<file path="src/rtl/run_watchdog.sv">
// Loadable down-counter with a zero flag; a load takes priority over a decrement.
module run_watchdog #(
  parameter int W = 16
) (
  input  logic         clk,
  input  logic         rst,
  input  logic         load,
  input  logic [W-1:0] load_val,
  input  logic         dec,
  output logic         zero
);

  logic [W-1:0] count;

  always_ff @(posedge clk or posedge rst) begin
    if (rst) begin
      count <= '0;
    end else if (load) begin
      count <= load_val;
    end else if (dec && (count != '0)) begin
      count <= count - W'(1);
    end
  end

  assign zero = (count == '0);

endmodule

</file>
<file path="config.mk">
export PLATFORM = sky130hd
export DESIGN_NAME = run_watchdog
export DESIGN_NICKNAME = d
export VERILOG_FILES = /design/src/rtl/run_watchdog.sv
export SDC_FILE = /design/constraint.sdc
export NUM_CORES = 1
export LEC_CHECK = 0
export CAP_MARGIN = 20
export CORE_MARGIN = 3
export CORE_UTILIZATION = 59
export CTS_BUF_LIST = sky130_fd_sc_hd__clkbuf_8
export CTS_CLUSTER_SIZE = 25
export DETAILED_ROUTE_END_ITERATION = 10
export DONT_BUFFER_PORTS = 1
export GPL_ROUTABILITY_DRIVEN = 1
export MAX_ROUTING_LAYER = met4
export PLACE_DENSITY = 0.84
export REMOVE_ABC_BUFFERS = 1
export SYNTH_ARGS = -nofsm -noshare
export SYNTH_HDL_FRONTEND = slang
export SYNTH_SLANG_ARGS = --single-unit
export TNS_END_PERCENT = 30
</file>
<file path="constraint.sdc">
create_clock -name clk -period 2.87 [get_ports clk]
set_input_delay 0.287 -clock clk [delete_from_list [all_inputs] [get_ports clk]]
set_output_delay 0.287 -clock clk [all_outputs]
set_load 0.02 [all_outputs]
</file>
==> out/results.ini <==
[floorplanning]
die_area_sq_um = 2292
start_util_pct = 65.63
ioPinCount = 21
die_h_microns = 47.88
rows = 14
die-width_microns = 47.88
core_area_sq_um = 1577

[timing]
hold_viol = 13
period_minus_slack_ps = 2492
setup_tns_ps = 0
slew_headroom_pct = 57.66
fmax_mhz = 401.2
fin_skew_ps = 3.366
tightestPinTransition_ps = 629.3
setup_viol = 0
slew_viol_final = 0
rsz0062_at_grt = false
fin_crit_sh_pct = 86.85
whs_ps = -8.564

[setup_path]
critPathMaxStageDelay_ps = 640
critPathArrivalTime_ps = 2210
path_max_fanout = 6
worstSetupPathType = flop to output port
endpoint_kind = output port
cp.required_ps = 2580
r2r_slack_ps = 580
cp_cell_sequence = inv_1 -> ha_1 -> or4b_2 -> or4_4 -> inv_2
slowest_stage = or4b_2
timing.rr.start = count[0]
worstReg2RegEnd = count[5]
r2r_cells = 7
startpoint_type = flop
crit_end = zero
crit_start = count[0]

[route]
dr.pass1.iters = 4
dr.first_iter.drc_count = 28
top_layer = met4
wl_microns = 2265
avgRoutedWirePerCell_microns = 16.41
met3WireLength_microns = 149
ant_nets = 0
wl_met2_microns = 1032
route.detailed.drc = 0
via_per_inst = 6.920
met1_length_microns = 1038
num_vias = 955

[clock_tree]
clk_pin_slew_ps = 60
post_cts_resized = 0
insertion_delay_ps = 250
cts_made_buffers = 3
cts_root_buf = clkbuf_8
cts.sinks = 16
postCtsSetupBuffers = 0
clockBufferDepth = 2
cts_htree_levels = 1
postCtsHoldBufs = 0
tritoncts = built

[power]
seq_power_share_pct = 53.3
p_int_uw = 379.1
powerDensity_nw_per_um2 = 485.5
p_switching_uw = 148.7
power_frac_clock_pct = 30.8
p_leak_uw = 0.0004178
p_total_uw = 527.8
ir_worst_vdd_v = 0.0003562
switching_share_pct = 28.18
pwr-share-comb_pct = 15.9

[grt]
gr-usage-all-layers_pct = 22.27
grt_pass1_wl_microns = 3367
grt_max_degree = 22
overflow = 0
antenna_found_initial = 0
grt_pass1_vias = 770

[placed_design]
hpwl_microns = 1633
place_inst = 135
gp_congestion = 0.8543
port_buffers = 0

[outcome]
violations = negative hold slack
status = finished, violations left

[layout]
largest_reg_flops = 16
diodes = 0
reg_top3 = count: 16 flops
area.growth.synth_to_final_pct = 5.078
drive_above_1_share_pct = 9.016
fin_nets = 145
largest-register = count
final_util_pct = 68.97
final_cells = 138

[flow_run]
drv_cap = 0

[yosys]
synthXorXnorAreaFrac_pct = 2.539
syn_inst = 122
synth_fa_ha_area_share_pct = 1.209
muxShareOfSynthArea_pct = 0.9674
syn_avg_cell_area_sq_um = 8.481
synth-warning-count = 0
ys_seq_elements = 16
synth_area_sq_um = 1035
synth-compound-area-share_pct = 20.68
yosysSeqAreaShare_pct = 38.69
synth_simple_gate_area_share_pct = 31.80
synth_top_family_by_area = simple AND/OR/NAND/NOR gates
synth_cell_types = 39

[worst_hold_path]
min_path_type = input port to async pin

-- cells by family (layout without fill, tap and decap cells) --
family / Yosys count / after routing
flops: 16 / 16
mux: 1 / 1
simple gates: 60 / 60
fa+ha+maj: 1 / 1
compound gates: 30 / 30
xor+xnor: 3 / 3
buf+inv: 11 / 11
-- worst max-delay path: cells and delay by family, from the launching register on --
family        cells  cell delay [ps]
buf+inv           2              240
fa+ha+maj         1              250
flops             1              390
simple gates      2             1080
-- power groups by stage --
stage / Clock (uW) / Sequential [uW] / Combinational [uW]
floorplan: 0 / 275 / 68.3
global route: 178 / 285 / 94.3
finish: 162 / 281 / 84.1
CTS: 166 / 280 / 83.6
detailed placement: 0 / 284 / 82.0
global placement: 0 / 281 / 79.3
-- layer usage --
layer / global-route usage, % / vias up
li1: - / 461
met1: 25.45 / 452
met2: 36.15 / 37
met3: 4.887 / 5
met4: 11.29 / 0
met5: - / -
-- worst min-delay path by stage --
| stage | from | to |
|---|---|---|
| global placement | rst | count[5] |
| CTS | rst | count[5] |
| global route | rst | count[3] |
| finish | rst | count[5] |
| floorplan | rst | count[0] |
| detailed placement | rst | count[5] |
-- cells in the mapped netlist --
| cell | instances | area, sq um |
|---|---|---|
| nor4_1 | 2 | 12.51 |
| nand4b_1 | 1 | 8.760 |
| nand2_1 | 13 | 48.80 |
| o21a_1 | 1 | 7.510 |
| o311ai_0 | 1 | 8.760 |
| nor3_1 | 5 | 25.02 |
| nor2_1 | 15 | 56.30 |
| or4_4 | 2 | 22.52 |
| nand3_1 | 3 | 15.01 |
| o31ai_1 | 2 | 15.01 |
| o41ai_1 | 1 | 8.760 |
| clkbuf_1 | 3 | 11.26 |
| a21oi_1 | 5 | 25.02 |
| or3_1 | 2 | 12.51 |
| inv_1 | 6 | 22.52 |
| nor3b_1 | 1 | 7.510 |
| a211o_1 | 1 | 8.760 |
| a311o_1 | 2 | 20.02 |
| a311oi_1 | 1 | 8.760 |
| a31o_2 | 1 | 8.760 |
| or3b_2 | 1 | 8.760 |
| nand4_1 | 5 | 31.28 |
| o21ai_0 | 6 | 30.03 |
| ha_1 | 1 | 12.51 |
| mux2i_1 | 1 | 10.01 |
| or4_1 | 5 | 37.54 |
| or4b_1 | 1 | 10.01 |
| buf_2 | 1 | 5.000 |
| xnor2_1 | 1 | 8.760 |
| inv_2 | 1 | 3.750 |
| o211ai_1 | 1 | 7.510 |
| or4b_2 | 1 | 10.01 |
| and2_1 | 2 | 12.51 |
| a2bb2oi_1 | 2 | 17.52 |
| dfrtp_1 | 16 | 400.4 |
| a31oi_1 | 5 | 31.28 |
| o41ai_2 | 1 | 16.27 |
| nor4bb_1 | 1 | 10.01 |
| xor2_1 | 2 | 17.52 |
-- cells in the final DEF (no fill, tap or decap), types with 3 or more instances in the layout --
master    instances
dfrtp_1          16
nor3_1            5
or4_1             5
nor2_1           15
a21oi_1           5
nand2_1          13
clkbuf_8          3
o21ai_0           6
nand4_1           5
nand3_1           3
inv_1             6
a31oi_1           5
-- final cells by class --
class,count,area [sq um]
fill,122,489.2
sequential,16,400.4
inverter,7,26.28
timing repair buffer,1,7.507
clock buffer,3,41.29
multi-input combinational,95,591.8
tap,16,20.02
-- stage by stage --
stage | cell area [sq um] | hold slack, ps | worst slack [ps]
final | 1087 | -8.564 | 377.5
after global routing | 1087 | 34.64 | 266.0
after CTS | 1087 | 13.58 | 378.7
after detailed placement | 1046 | 276.2 | 590.9
after global placement | 1046 | 271.5 | 661.7
after floorplan | 1018 | 200.7 | 712.3
(Power assumes the default switching activity.)
